<file path="config.mk">
export PLATFORM = sky130hd
export DESIGN_NAME = mux8_rr_arbiter_flat
export DESIGN_NICKNAME = d
export VERILOG_FILES = /design/src/rtl/mux8_rr_arbiter_if.sv /design/src/rtl/mux8_rr_arbiter.sv /design/src/flat_wrapper.sv
export SDC_FILE = /design/constraint.sdc
export NUM_CORES = 1
export LEC_CHECK = 0
export ABC_AREA = 0
export BUFFER_PORTS_ARGS = -buffer_cell sky130_fd_sc_hd__buf_2
export CAP_MARGIN = 10
export CORE_ASPECT_RATIO = 0.7
export CORE_UTILIZATION = 51
export DETAILED_ROUTE_END_ITERATION = 8
export PLACE_DENSITY = 0.75
export SKIP_CTS_REPAIR_TIMING = 1
export SYNTH_ARGS = -nofsm -noshare
export SYNTH_HDL_FRONTEND = slang
export SYNTH_SLANG_ARGS = --single-unit
</file>
<file path="constraint.sdc">
create_clock -name clk -period 5.9 [get_ports clk]
set_clock_uncertainty 0.15 [all_clocks]
set_input_delay 1.475 -clock clk [delete_from_list [all_inputs] [get_ports clk]]
set_output_delay 1.475 -clock clk [all_outputs]
set_load 0.05 [all_outputs]
</file>
<file path="src/rtl/mux8_rr_arbiter_if.sv">
// Purpose: bundles the eight producer ports, the downstream handshake and the
//          arbiter status outputs of mux8_rr_arbiter.
// Ports:   req/last/d/out_ready in; gnt/sel/y/y_valid/y_last/busy out (slave view).
interface mux8_rr_arbiter_if #(
    parameter int DW = 1
);
    logic [7:0]      req;
    logic [7:0]      last;
    logic [8*DW-1:0] d;
    logic            out_ready;
    logic [7:0]      gnt;
    logic [2:0]      sel;
    logic [DW-1:0]   y;
    logic            y_valid;
    logic            y_last;
    logic            busy;

    // Arbiter side.
    modport slave (
        input  req, last, d, out_ready,
        output gnt, sel, y, y_valid, y_last, busy
    );

    // Producer/consumer side.
    modport master (
        output req, last, d, out_ready,
        input  gnt, sel, y, y_valid, y_last, busy
    );
endinterface

</file>
<file path="src/rtl/mux8_rr_arbiter.sv">
// Purpose: round-robin arbiter sharing one 8:1 data mux; holds a grant for a whole packet.
// Latency: grant one edge after a request is seen in IDLE; y/y_valid/y_last are combinational.
// Backpressure: out_ready low stalls the owner indefinitely; other requesters wait until release.
// Ports: clk, rst_n (async active-low), bus (mux8_rr_arbiter_if.slave).
module mux8_rr_arbiter #(
    parameter int DW = 1
) (
    input  logic               clk,
    input  logic               rst_n,
    mux8_rr_arbiter_if.slave   bus
);
    typedef enum logic {
        IDLE = 1'b0,
        OWN  = 1'b1
    } state_t;

    state_t     state;
    logic [2:0] ptr;
    logic [2:0] sel_q;
    logic [7:0] gnt_q;

    // Rotating priority search starting at ptr. Iterating from the farthest
    // offset down to zero lets the nearest requester overwrite the result.
    logic [2:0] win_idx;
    logic       win_found;
    logic [2:0] probe;

    always_comb begin
        win_idx   = ptr;
        win_found = 1'b0;
        probe     = ptr;
        for (int i = 7; i >= 0; i--) begin
            probe = ptr + 3'(i);
            if (bus.req[probe]) begin
                win_idx   = probe;
                win_found = 1'b1;
            end
        end
    end

    logic own;
    logic cur_req;
    logic cur_last;
    logic release_own;

    assign own      = (state == OWN);
    assign cur_req  = bus.req[sel_q];
    assign cur_last = bus.last[sel_q];
    // Release on the final beat actually transferring, or when the owner
    // drops its request (abandoned packet).
    assign release_own = !cur_req || (bus.out_ready && cur_last);

    always_ff @(posedge clk or negedge rst_n) begin
        if (!rst_n) begin
            state <= IDLE;
            ptr   <= 3'd0;
            sel_q <= 3'd0;
            gnt_q <= 8'd0;
        end else if (state == IDLE) begin
            if (win_found) begin
                state <= OWN;
                sel_q <= win_idx;
                gnt_q <= 8'd1 << win_idx;
            end
        end else begin
            if (release_own) begin
                state <= IDLE;
                gnt_q <= 8'd0;
                // The releasing port becomes lowest priority next round.
                ptr   <= sel_q + 3'd1;
            end
        end
    end

    assign bus.gnt     = gnt_q;
    assign bus.sel     = sel_q;
    assign bus.busy    = own;
    // The mux output follows sel even in IDLE; y_valid qualifies it.
    assign bus.y       = bus.d[int'(sel_q)*DW +: DW];
    assign bus.y_valid = own & cur_req;
    assign bus.y_last  = own & cur_last;
endmodule

</file>
<file path="src/flat_wrapper.sv">
// flat-port wrapper written by rule: the top's interface ports become plain ports
module mux8_rr_arbiter_flat 
#(
    parameter int DW = 1
)
  (clk, rst_n, bus_req, bus_last, bus_d, bus_out_ready, bus_gnt, bus_sel, bus_y, bus_y_valid, bus_y_last, bus_busy);
  mux8_rr_arbiter_if #(.DW(DW)) bus_i ();
  input  logic clk;
  input  logic rst_n;
  input wire logic [$bits(bus_i.req)-1:0] bus_req;
  input wire logic [$bits(bus_i.last)-1:0] bus_last;
  input wire logic [$bits(bus_i.d)-1:0] bus_d;
  input wire logic [$bits(bus_i.out_ready)-1:0] bus_out_ready;
  output wire logic [$bits(bus_i.gnt)-1:0] bus_gnt;
  output wire logic [$bits(bus_i.sel)-1:0] bus_sel;
  output wire logic [$bits(bus_i.y)-1:0] bus_y;
  output wire logic [$bits(bus_i.y_valid)-1:0] bus_y_valid;
  output wire logic [$bits(bus_i.y_last)-1:0] bus_y_last;
  output wire logic [$bits(bus_i.busy)-1:0] bus_busy;
  assign bus_i.req = bus_req;
  assign bus_i.last = bus_last;
  assign bus_i.d = bus_d;
  assign bus_i.out_ready = bus_out_ready;
  assign bus_gnt = bus_i.gnt;
  assign bus_sel = bus_i.sel;
  assign bus_y = bus_i.y;
  assign bus_y_valid = bus_i.y_valid;
  assign bus_y_last = bus_i.y_last;
  assign bus_busy = bus_i.busy;
  mux8_rr_arbiter #(.DW(DW)) u_core (.clk(clk), .rst_n(rst_n), .bus(bus_i));
endmodule
</file>
Word level (Yosys, flattened, before mapping)
Cells that the tools add are included.
W data, S select, Z words.
- muxes and demuxes: 42
- reduce and logical (&&, ||, !) cells: 7
- shift operators: 2
- equality and inequality tests: 1
- $add $sub $neg: 8
- order comparisons: 9
- bitwise gates (word level): 3
- operator list (operator ; number):
    $lt A3 B4 Y1 const B ; 9
    $bmux W1 S3 ; 10
    $mux W3 ; 8
    $mux W8 ; 3
    $mux W1 ; 21
    $add A3 B3 Y3 const B ; 4
    $shiftx A8 B4 Y1 ; 1
    $shl A1 B3 Y8 const A ; 1
    $add A3 B1 Y3 const B ; 2
    $add A3 B2 Y3 const B ; 2
    $reduce_and A2 Y1 ; 3
    $and A1 B1 Y1 ; 2
    $ne A2 B2 Y1 const B ; 1
    $reduce_bool A2 Y1 ; 1
    $logic_and A1 B1 Y1 ; 1
    $logic_not A1 Y1 ; 1
    $logic_or A1 B1 Y1 ; 1
    $not A1 Y1 ; 1
- word-level logic and storage cells: 76
- bits in registers: 15

Depth between registers and ports, before layout
Gate-level depths: netlist (run 1).
- depth in word-level cells: 14
- depth in mapped cells: 13
- mapped depth without buffers: 9

Worst setup path after synthesis (run 1)
No wires, ideal clock.
- kind: input to output
- start: input port bus_req[1]
- end: output port bus_y_valid
- path buffers: 1
- arrival: 2.739 ns
- path slack: 1.536 ns
- stages: 4
- data required time: 4.275 ns
- cells stage by stage: clkbuf_1 -> mux4_2 -> mux2i_1 -> nor2b_1
- longest elaborated chain between the ends: 3
- ends and longest elaborated chain (item ; RTL line ; text):
    from (decl) ; flat_wrapper.sv:10 ; input wire logic [$bits(bus_i.req)-1:0] bus_req;
    $bmux W1 S3 ; mux8_rr_arbiter.sv:47 ; assign cur_req = bus.req[sel_q];
    $mux W1 (not written as such) ; mux8_rr_arbiter.sv:47 ;
    $and A1 B1 Y1 ; mux8_rr_arbiter.sv:80 ; assign bus.y_valid = own & cur_req;
    to (decl) ; flat_wrapper.sv:17 ; output wire logic [$bits(bus_i.y_valid)-1:0] bus_y_valid;
Every way passes these cells. The select of a mux whose other input is x is not followed.

Worst setup path in the final report (run 1)
- start: register u_core.ptr[0]
- end: register u_core.gnt_q[3] (netlist: u_core.bus.gnt[3])
- longest elaborated chain between the ends: 14
- ends and longest elaborated chain (item ; RTL line ; text):
    from (decl) ; mux8_rr_arbiter.sv:18 ; logic [2:0] ptr;
    from (signal assigned) ; mux8_rr_arbiter.sv:70 ; ptr <= sel_q + 3'd1;
    $add A3 B3 Y3 ; mux8_rr_arbiter.sv:33 ; probe = ptr + 3'(i);
    $bmux W1 S3 ; mux8_rr_arbiter.sv:34 ; if (bus.req[probe]) begin
    $mux W1 (not written as such) ; mux8_rr_arbiter.sv:34 ;
    $mux W3 (8 in series) ; mux8_rr_arbiter.sv:34 ;
    $shl A1 B3 Y8 ; mux8_rr_arbiter.sv:63 ; gnt_q <= 8'd1 << win_idx;
    $mux W8 ; mux8_rr_arbiter.sv:60 ; if (win_found) begin
    $mux W8 ; mux8_rr_arbiter.sv:59 ; end else if (state == IDLE) begin
    to (signal assigned) ; mux8_rr_arbiter.sv:63 ;
    to (decl) ; mux8_rr_arbiter.sv:20 ; logic [7:0] gnt_q;
Parallel ways exist; a longest one is shown, timed or not. The select of a mux whose other input is x is not followed.
A chain may end at the register's enable or synchronous reset.

==> results.json, run 1 <==
{
  "viasPerCell": 6.680,
  "worstSetupStartpointType": "register",
  "cts_buffers": 3,
  "synth_cell_types": 50,
  "drtPass1Iterations": 5,
  "diodes": 0,
  "slew_violations": 0,
  "io_pins": 42,
  "die-area_um2": 3900,
  "start_util_pct": 56.11,
  "cp_max_fo": 23,
  "gp_congestion": 0.8971,
  "ys_seq_area_share_pct": 20.16,
  "whs_ns": 0.3315,
  "wl_per_cell_um": 17.75,
  "required_ns": 5.88,
  "status": "finished, final reports clean",
  "final.setup.tns_ns": 0,
  "grt_max_degree": 24,
  "hold_viol": 0,
  "fmax_ghz": 0.2307,
  "h-tree-depth": 1,
  "fin_util_pct": 62.37,
  "synth_edf_count": 0,
  "grt_pass1_wl_mm": 7.238,
  "totalWireLength_mm": 4.330,
  "async_flop_share_pct": 100.0,
  "synth.area.top_cells": "dfrtp_1 20%, mux4_2 17%, mux2i_1 8.6%",
  "rsz0062_at_grt": "false",
  "finalSetupViolations": 0,
  "layout_setup_ws_ns": 1.565,
  "grt_pass1_vias": 1480,
  "ys_ff_latch": 15,
  "grt_antenna_before_repair": 0,
  "post-synth-top-area-cell": "dfrtp_1",
  "nets": 228,
  "syn_nets": 199,
  "cts.sinks": 15,
  "worst_slew_pin_slew_ns": 0.9325,
  "die_w_um": 74.22,
  "worstSkewPairLatency_ns": 0.24,
  "cap_violations": 0,
  "grt_overflow": 0,
  "crit_path_end_kind": "register",
  "ys.flop_type": "dfrtp_1",
  "synth_top_area_share_pct": 20.16,
  "syn_to_final_growth_pct": 11.16,
  "drive_gt1_share_pct": 40.10,
  "syn_area_per_cell_um2": 11.02,
  "synth_cells": 169,
  "root_buffer": "clkbuf_8",
  "grt_usage_pct": 24.66,
  "min_period_over_period_pct": 73.47,
  "relSlewSlack_pct": 37.83,
  "num_vias": 1630,
  "first_iter_violations": 135,
  "yosysWarnings": 0,
  "fill_cells": 278,
  "arrival_ns": 4.31,
  "clockBufferDepth": 2,
  "cts_tree": "built",
  "drc_errors": 0,
  "dp_slack_ns": 1.591,
  "ant_nets": 0,
  "worst_hold_path_type": "register to register",
  "fin_crit_ns": 4.335,
  "dpl.hpwl_mm": 3.320,
  "synth_area_um2": 1862,
  "port_buffers": 41,
  "num_rows": 17,
  "cts.clk_slew.worst_paths_ns": 0.06,
  "path_class": "register to register",
  "die-height_um": 52.55,
  "core-area_um2": 3318
}
[metal layers]
| metal | GRT usage [%] | routed length (um) | vias to the layer above |
|---|---|---|---|
| met4 | 4.717 | 38 | 0 |
| met3 | 5.385 | 367 | 8 |
| met5 | 0 | 0 | - |
| li1 | - | - | 727 |
| met1 | 35.83 | 1966 | 814 |
| met2 | 38.03 | 1958 | 81 |
[cells in the mapped netlist, drive strengths merged (4+ instances only)]
library cell   n
a21oi          6
a32o           8
and2           4
buf           11
clkbuf         7
dfrtp         15
inv            6
mux2          10
mux2i         16
mux4          19
nand2          9
nor2           8
nor2b          4
o21ai          4
xnor2          5
[stage by stage]
stage | instance area, um^2 | instances
after floorplan | 1862 | 169
after global placement | 2023 | 240
after detailed placement | 2023 | 240
after CTS | 2069 | 244
after global routing | 2069 | 244
final | 2069 | 244
[cells in the final DEF (no fill, tap or decap), types with 2 or more instances in the layout]
cell type / count
o32a_1: 2
a31oi_1: 3
nor4_1: 2
nor2_1: 8
o31a_1: 2
a22oi_1: 2
xnor2_1: 3
dfrtp_1: 15
mux4_2: 14
mux4_1: 5
nor2b_1: 4
mux2i_1: 16
buf_2: 41
xnor2_2: 2
a21oi_1: 6
nand2b_1: 3
nand2_1: 9
o21ai_0: 3
a211oi_1: 2
a32o_1: 8
clkbuf_8: 3
mux2_2: 9
and2_1: 3
ha_1: 3
inv_1: 5
[critical path, stage by stage, from the launching register on]
cell	delay [ns]
dfrtp_1	0.95
inv_2	0.19
ha_1	0.75
mux4_2	0.64
a221oi_1	0.41
a31oi_1	0.11
a2111o_1	0.44
o21ai_1	0.15
nor2_1	0.14
a32o_1	0.28
[area by class of cell]
type	instances	area, um^2	share of cell area (%)
multi-input combinational	130	1354	65.42
sequential	15	375.4	18.14
timing repair buffer	42	212.7	10.28
tap	47	58.81	2.842
clock buffer	3	41.29	1.995
inverter	6	22.52	1.088
clock inverter	1	5.005	0.2418
[state kept, by name, indices dropped and copies added, names as in the netlist]
register,count
u_core.bus.busy,1
u_core.bus.gnt,8
u_core.bus.sel,3
u_core.ptr,3
[cell families (layout without fill, tap and decap cells)]
group                    Yosys count  in the layout  synth area share [%]
multiplexers                      45             45                 38.84
AO/OA/AOI/OAI                     42             42                 18.62
AND/OR/NAND/NOR                   34             34                 9.610
buffers and inverters             24             52                 7.123
flip-flops                        15             15                 20.16
XOR/XNOR                           6              6                 3.629
adder cells (fa/ha/maj)            3              3                 2.016
[path summary, 6_finish.rpt]
| kind | start | end | slack [ns] | cells after the start |
|---|---|---|---|---|
| worst max-delay path | u_core.ptr[0]$_DFFE_PN0P_ | u_core.bus.gnt[3]$_DFFE_PN0P_ | 1.56 | 9 |
| worst min-delay path | u_core.bus.gnt[5]$_DFFE_PN0P_ | u_core.bus.gnt[5]$_DFFE_PN0P_ | 0.33 | 1 |
| worst max register to register | u_core.ptr[0]$_DFFE_PN0P_ | u_core.bus.gnt[3]$_DFFE_PN0P_ | 1.56 | 9 |
| worst min register to register | u_core.bus.gnt[5]$_DFFE_PN0P_ | u_core.bus.gnt[5]$_DFFE_PN0P_ | 0.33 | 1 |
| max in group asynchronous | rst_n | u_core.bus.gnt[4]$_DFFE_PN0P_ | 4.39 | 1 |
| min in group asynchronous | rst_n | u_core.bus.gnt[2]$_DFFE_PN0P_ | 0.97 | 1 |
Power of run 1 is left out: the tool's default activity adds up to more than one toggle a clock period on the data nets, which glitch-free logic cannot reach.
==> run 2, diff against run 1 <==
--- a/config.mk
+++ b/config.mk
@@ -5,13 +5,13 @@
 export SDC_FILE = /design/constraint.sdc
 export NUM_CORES = 1
 export LEC_CHECK = 0
-export ABC_AREA = 0
+export ABC_AREA = 1
 export BUFFER_PORTS_ARGS = -buffer_cell sky130_fd_sc_hd__buf_2
 export CAP_MARGIN = 10
 export CORE_ASPECT_RATIO = 0.7
 export CORE_UTILIZATION = 51
 export DETAILED_ROUTE_END_ITERATION = 8
-export PLACE_DENSITY = 0.75
+export PLACE_DENSITY = 0.77
 export SKIP_CTS_REPAIR_TIMING = 1
 export SYNTH_ARGS = -nofsm -noshare
 export SYNTH_HDL_FRONTEND = slang
==> constraint.sdc (replaced) <==
create_clock -name clk -period 4.3 [get_ports clk]
set_clock_uncertainty 0.15 [all_clocks]
set_input_delay 1.075 -clock clk [delete_from_list [all_inputs] [get_ports clk]]
set_output_delay 1.075 -clock clk [all_outputs]
set_load 0.05 [all_outputs]
==> run 2 against run 1 <==
Routed wire length fell by 15%. Register-to-register slack got worse by 0.25 ns. Critical path depth fell by 3. Sequential cell count did not move. Global-route usage rose by 0.42 points. Critical path type is now input port to primary output. Synthesized cell count rose by 46%. Die area fell by 19%. Core utilization barely moved.
==> results.json, run 2 <==
{
  "status": "finished, final reports clean",
  "min_period_over_period_pct": 73.60,
  "rsz0062_at_grt": "false",
  "hold_viol": 0,
  "crit_path_max_incr_delay_ns": 0.27,
  "ys_seq_area_share_pct": 24.98,
  "reg2reg_slack_ns": 1.31,
  "die-area_um2": 3171,
  "post-synth-top-area-cell": "dfrtp_1",
  "path_class": "input port to primary output",
  "crit_path_end_kind": "primary output",
  "first_iter_violations": 131,
  "synth_area_um2": 1503,
  "syn_to_final_growth_pct": 16.40,
  "die-height_um": 47.42,
  "cts.clk_slew.worst_paths_ns": 0.06,
  "port_buffers": 41,
  "start_util_pct": 53.62,
  "io_pins": 42,
  "gp_congestion": 0.9570,
  "mostFrequentLayoutCells": "74 x nand2_1, 41 x buf_2, 40 x nand3_1",
  "drtPass1Iterations": 4,
  "diodes": 0,
  "slew_violations": 0,
  "synth_edf_count": 0,
  "cp_max_fo": 3,
  "layout_setup_ws_ns": 1.135,
  "cts_tree": "built",
  "cpMostUsedCell": "buf_2",
  "grt_overflow": 0,
  "grt_antenna_before_repair": 0,
  "wl_per_cell_um": 11.54,
  "drive_gt1_share_pct": 25.00,
  "finalSetupViolations": 0,
  "largest_reg_flops": 8,
  "synth_cells": 246,
  "grt_pass1_wl_mm": 6.009,
  "num_vias": 1736,
  "async_flop_share_pct": 100.0,
  "drc_errors": 0,
  "worst_path_max_delay_cell": "buf_2",
  "synth.area.top_cells": "dfrtp_1 25%, nand2_1 18%, nand3_1 13%",
  "cts_buffers": 3,
  "worstSetupStartpointType": "input port",
  "fill_cells": 278,
  "cts.sinks": 15,
  "required_ns": 3.07,
  "grt_usage_pct": 25.08,
  "synth_cell_types": 27,
  "cp_top_family": "compound AO/OA/AOI/OAI gates",
  "ant_nets": 0,
  "totalWireLength_mm": 3.693,
  "h-tree-depth": 1,
  "synth_most_common_cell": "nand2_1",
  "die_w_um": 66.88,
  "regArea_um2": 375.4,
  "cap_violations": 0,
  "arrival_ns": 1.94,
  "root_buffer": "clkbuf_8",
  "layout_commonest_cell": "nand2_1",
  "dpl.hpwl_mm": 2.959,
  "fin_crit_ns": 3.165,
  "relSlewSlack_pct": 69.79,
  "final.setup.tns_ns": 0,
  "crit_chain": "buf_2 > o21ai_0 > o22ai_1 > nand2_1 > a21oi_1 > buf_2",
  "ys.flop_type": "dfrtp_1",
  "worstSkewPairLatency_ns": 0.24,
  "core-area_um2": 2803,
  "syn_nets": 276,
  "fmax_ghz": 0.3160,
  "multi_input_area_um2": 978.4,
  "whs_ns": 0.3239,
  "grt_pass1_vias": 1329,
  "netlist_top_cells_count": "74 x nand2_1, 40 x nand3_1, 20 x nor2_1",
  "synth_top_area_share_pct": 24.98,
  "ys_ff_latch": 15,
  "yosysWarnings": 0,
  "worst_slew_pin_slew_ns": 0.4532,
  "viasPerCell": 5.425,
  "grt_max_degree": 17,
  "nets": 315,
  "clockBufferDepth": 2,
  "worst-path-buf-inv": 2,
  "dp_slack_ns": 1.141,
  "worst_hold_path_type": "register to register",
  "syn_area_per_cell_um2": 6.109,
  "num_rows": 16
}
[run 2: cells by family (layout without fill, tap and decap cells)]
| kind of cell | count (synthesis) | count (layout) | synth area share [%] |
|---|---|---|---|
| fa+ha+maj | 3 | 3 | 2.498 |
| xor+xnor | 3 | 3 | 1.749 |
| simple gates | 158 | 158 | 48.21 |
| compound gates | 34 | 34 | 12.66 |
| buf+inv | 33 | 71 | 9.908 |
| flops | 15 | 15 | 24.98 |
[run 2: final timing paths]
check	startpoint	endpoint	depth (start not counted)
setup / recovery	bus_req[2]	bus_y_valid	6
hold reg to reg	u_core.bus.gnt[0]$_DFFE_PN0P_	u_core.bus.gnt[0]$_DFFE_PN0P_	2
hold / removal	u_core.bus.gnt[0]$_DFFE_PN0P_	u_core.bus.gnt[0]$_DFFE_PN0P_	2
setup reg to reg	u_core.ptr[0]$_DFFE_PN0P_	u_core.bus.gnt[4]$_DFFE_PN0P_	15
min in group asynchronous	rst_n	u_core.bus.gnt[1]$_DFFE_PN0P_	1
max in group asynchronous	rst_n	u_core.ptr[0]$_DFFE_PN0P_	1
[run 2: layout make-up]
cell class	count	share of cell area (%)
repair buffers	41	11.73
inverters	26	5.722
multi-input cells	198	55.94
flip-flops and latches	15	21.46
clock buffers	4	2.575
well taps	36	2.575
[run 2: routing by layer]
layer	wire [um]	vias up	track usage [%]
met5	0	-	0
met4	0	0	1.277
met3	345	0	8.333
met2	1477	73	36.16
met1	1870	778	37.72
li1	-	885	-
[run 2: worst reg2reg max path, stage by stage, from the launching register on]
cell and delay [ns]:
dfrtp_1 0.60, inv_2 0.20, ha_1 0.45, inv_1 0.21, nand3_1 0.18, nand3_1 0.16
nand2_2 0.09, nor2_2 0.10, nand2_2 0.06, nor2_2 0.08, nand4_2 0.13, nand2_4 0.14
inv_2 0.06, nand2_2 0.10, nand3b_1 0.12, nand2_1 0.05
[run 2: stage by stage]
stage / instances / cell area, um^2 / util, %
CTS: 320 / 1749 / 62.41
global route: 320 / 1749 / 62.41
floorplan: 246 / 1503 / -
detailed placement: 316 / 1704 / 60.80
global placement: 316 / 1704 / 60.80
finish: 320 / 1749 / 62.41
Power of run 2 is left out for the same reason.
==> run 3, diff against run 2 <==
--- a/config.mk
+++ b/config.mk
@@ -9,9 +9,9 @@
 export BUFFER_PORTS_ARGS = -buffer_cell sky130_fd_sc_hd__buf_2
 export CAP_MARGIN = 10
 export CORE_ASPECT_RATIO = 0.7
-export CORE_UTILIZATION = 51
+export CORE_UTILIZATION = 47
 export DETAILED_ROUTE_END_ITERATION = 8
-export PLACE_DENSITY = 0.77
+export PLACE_DENSITY = 0.75
 export SKIP_CTS_REPAIR_TIMING = 1
 export SYNTH_ARGS = -nofsm -noshare
 export SYNTH_HDL_FRONTEND = slang
==> constraint.sdc (replaced) <==
create_clock -name clk -period 2.9 [get_ports clk]
set_clock_uncertainty 0.15 [all_clocks]
set_input_delay 0.725 -clock clk [delete_from_list [all_inputs] [get_ports clk]]
set_output_delay 0.725 -clock clk [all_outputs]
set_load 0.05 [all_outputs]
==> run 3 against run 2 <==
Setup slack worse by 0.89 ns. Cell area increased by 1.9%. Sequential cell count unchanged. Final cell count rose by 0.94%. Global-route usage down 1.2 points.
==> results.json, run 3 (synthesis results as in run 2) <==
{
  "hold_viol": 0,
  "num_vias": 1720,
  "port_buffers": 41,
  "crit_path_end_kind": "primary output",
  "drc_errors": 0,
  "status": "finished, final reports clean",
  "dp_slack_ns": 0.3736,
  "fmax_ghz": 0.3764,
  "worstSetupStartpointType": "register",
  "totalWireLength_mm": 3.876,
  "first_iter_violations": 99,
  "cts_tree": "built",
  "required_ns": 2.03,
  "syn_to_final_growth_pct": 18.57,
  "rsz0062_at_grt": "false",
  "h-tree-depth": 1,
  "grt_pass1_wl_mm": 6.617,
  "worst_slew_pin_slew_ns": 0.3672,
  "root_buffer": "clkbuf_8",
  "num_rows": 16,
  "grt_max_degree": 16,
  "mostFrequentLayoutCells": "74 x nand2_1, 41 x buf_2, 40 x nand3_1",
  "layout_commonest_cell": "nand2_1",
  "diodes": 0,
  "ant_nets": 0,
  "worst_hold_path_type": "input port to asynchronous set/reset pin",
  "cts.clk_slew.worst_paths_ns": 0.06,
  "place_area_um2": 1737,
  "layout_setup_ws_ns": 0.2431,
  "grt_usage_pct": 23.90,
  "clockBufferDepth": 2,
  "gp_congestion": 0.9331,
  "viasPerCell": 5.325,
  "cts_buffers": 3,
  "slew_violations": 0,
  "cts.sinks": 15,
  "grt_antenna_before_repair": 0,
  "fin_crit_ns": 2.657,
  "wl_per_cell_um": 12.00,
  "io_pins": 42,
  "relSlewSlack_pct": 75.49,
  "cp_max_fo": 13,
  "fin_area_um2": 1782,
  "reg2reg_slack_ns": 0.33,
  "arrival_ns": 1.78,
  "grt_overflow": 0,
  "dpl.hpwl_mm": 3.089,
  "final.setup.tns_ns": 0,
  "drive_gt1_share_pct": 26.48,
  "nets": 318,
  "worstSkewPairLatency_ns": 0.25,
  "die-area_um2": 3431,
  "path_class": "register to primary output",
  "core-area_um2": 2923,
  "finalSetupViolations": 0,
  "die-height_um": 49.31,
  "cap_violations": 0,
  "drtPass1Iterations": 5,
  "largest_reg_flops": 8,
  "whs_ns": 0.2220,
  "min_period_over_period_pct": 91.62,
  "start_util_pct": 51.41,
  "grt_pass1_vias": 1469,
  "die_w_um": 69.58
}
[run 3: through the flow]
stage / utilization, % / std cells
2_1_floorplan: - / 246
3_3_place_gp: 59.42 / 319
3_5_place_dp: 59.42 / 319
4_1_cts: 60.96 / 323
5_1_grt: 60.96 / 323
6_report: 60.96 / 323
[run 3: worst max-delay path, cell delays in order (launching register included)]
cell,delay [ns]
dfrtp_1,0.42
inv_1,0.31
o21ai_0,0.15
o22ai_1,0.14
nand2_1,0.10
a21oi_2,0.15
buf_2,0.27
[run 3: layer usage]
layer  vias up  track usage (%)  wire, um
met5         -                0         0
met3         0            4.752       354
li1        889                -         -
met1       742            36.99      1965
met4         0            2.721         0
met2        89            34.79      1557
[run 3: final timing paths]
| path | startpoint | end | depth (start not counted) |
|---|---|---|---|
| max | u_core.bus.sel[0]$_DFFE_PN0P_ | bus_y_valid | 6 |
| min | rst_n | u_core.bus.gnt[1]$_DFFE_PN0P_ | 1 |
| max reg2reg | u_core.ptr[0]$_DFFE_PN0P_ | u_core.bus.gnt[4]$_DFFE_PN0P_ | 15 |
| min reg2reg | u_core.bus.gnt[0]$_DFFE_PN0P_ | u_core.bus.gnt[0]$_DFFE_PN0P_ | 2 |
| max in group asynchronous | rst_n | u_core.ptr[0]$_DFFE_PN0P_ | 1 |
| min in group clk | u_core.bus.gnt[0]$_DFFE_PN0P_ | u_core.bus.gnt[0]$_DFFE_PN0P_ | 2 |
[run 3: final cells by class]
class | instances | area, um^2
clock buffers | 4 | 45.04
flip-flops and latches | 15 | 375.4
repair buffers | 44 | 227.7
inverters | 26 | 100.1
multi-input cells | 198 | 988.4
well taps | 36 | 45.04
fillers | 272 | 1141
Power of run 3 is left out for the same reason.
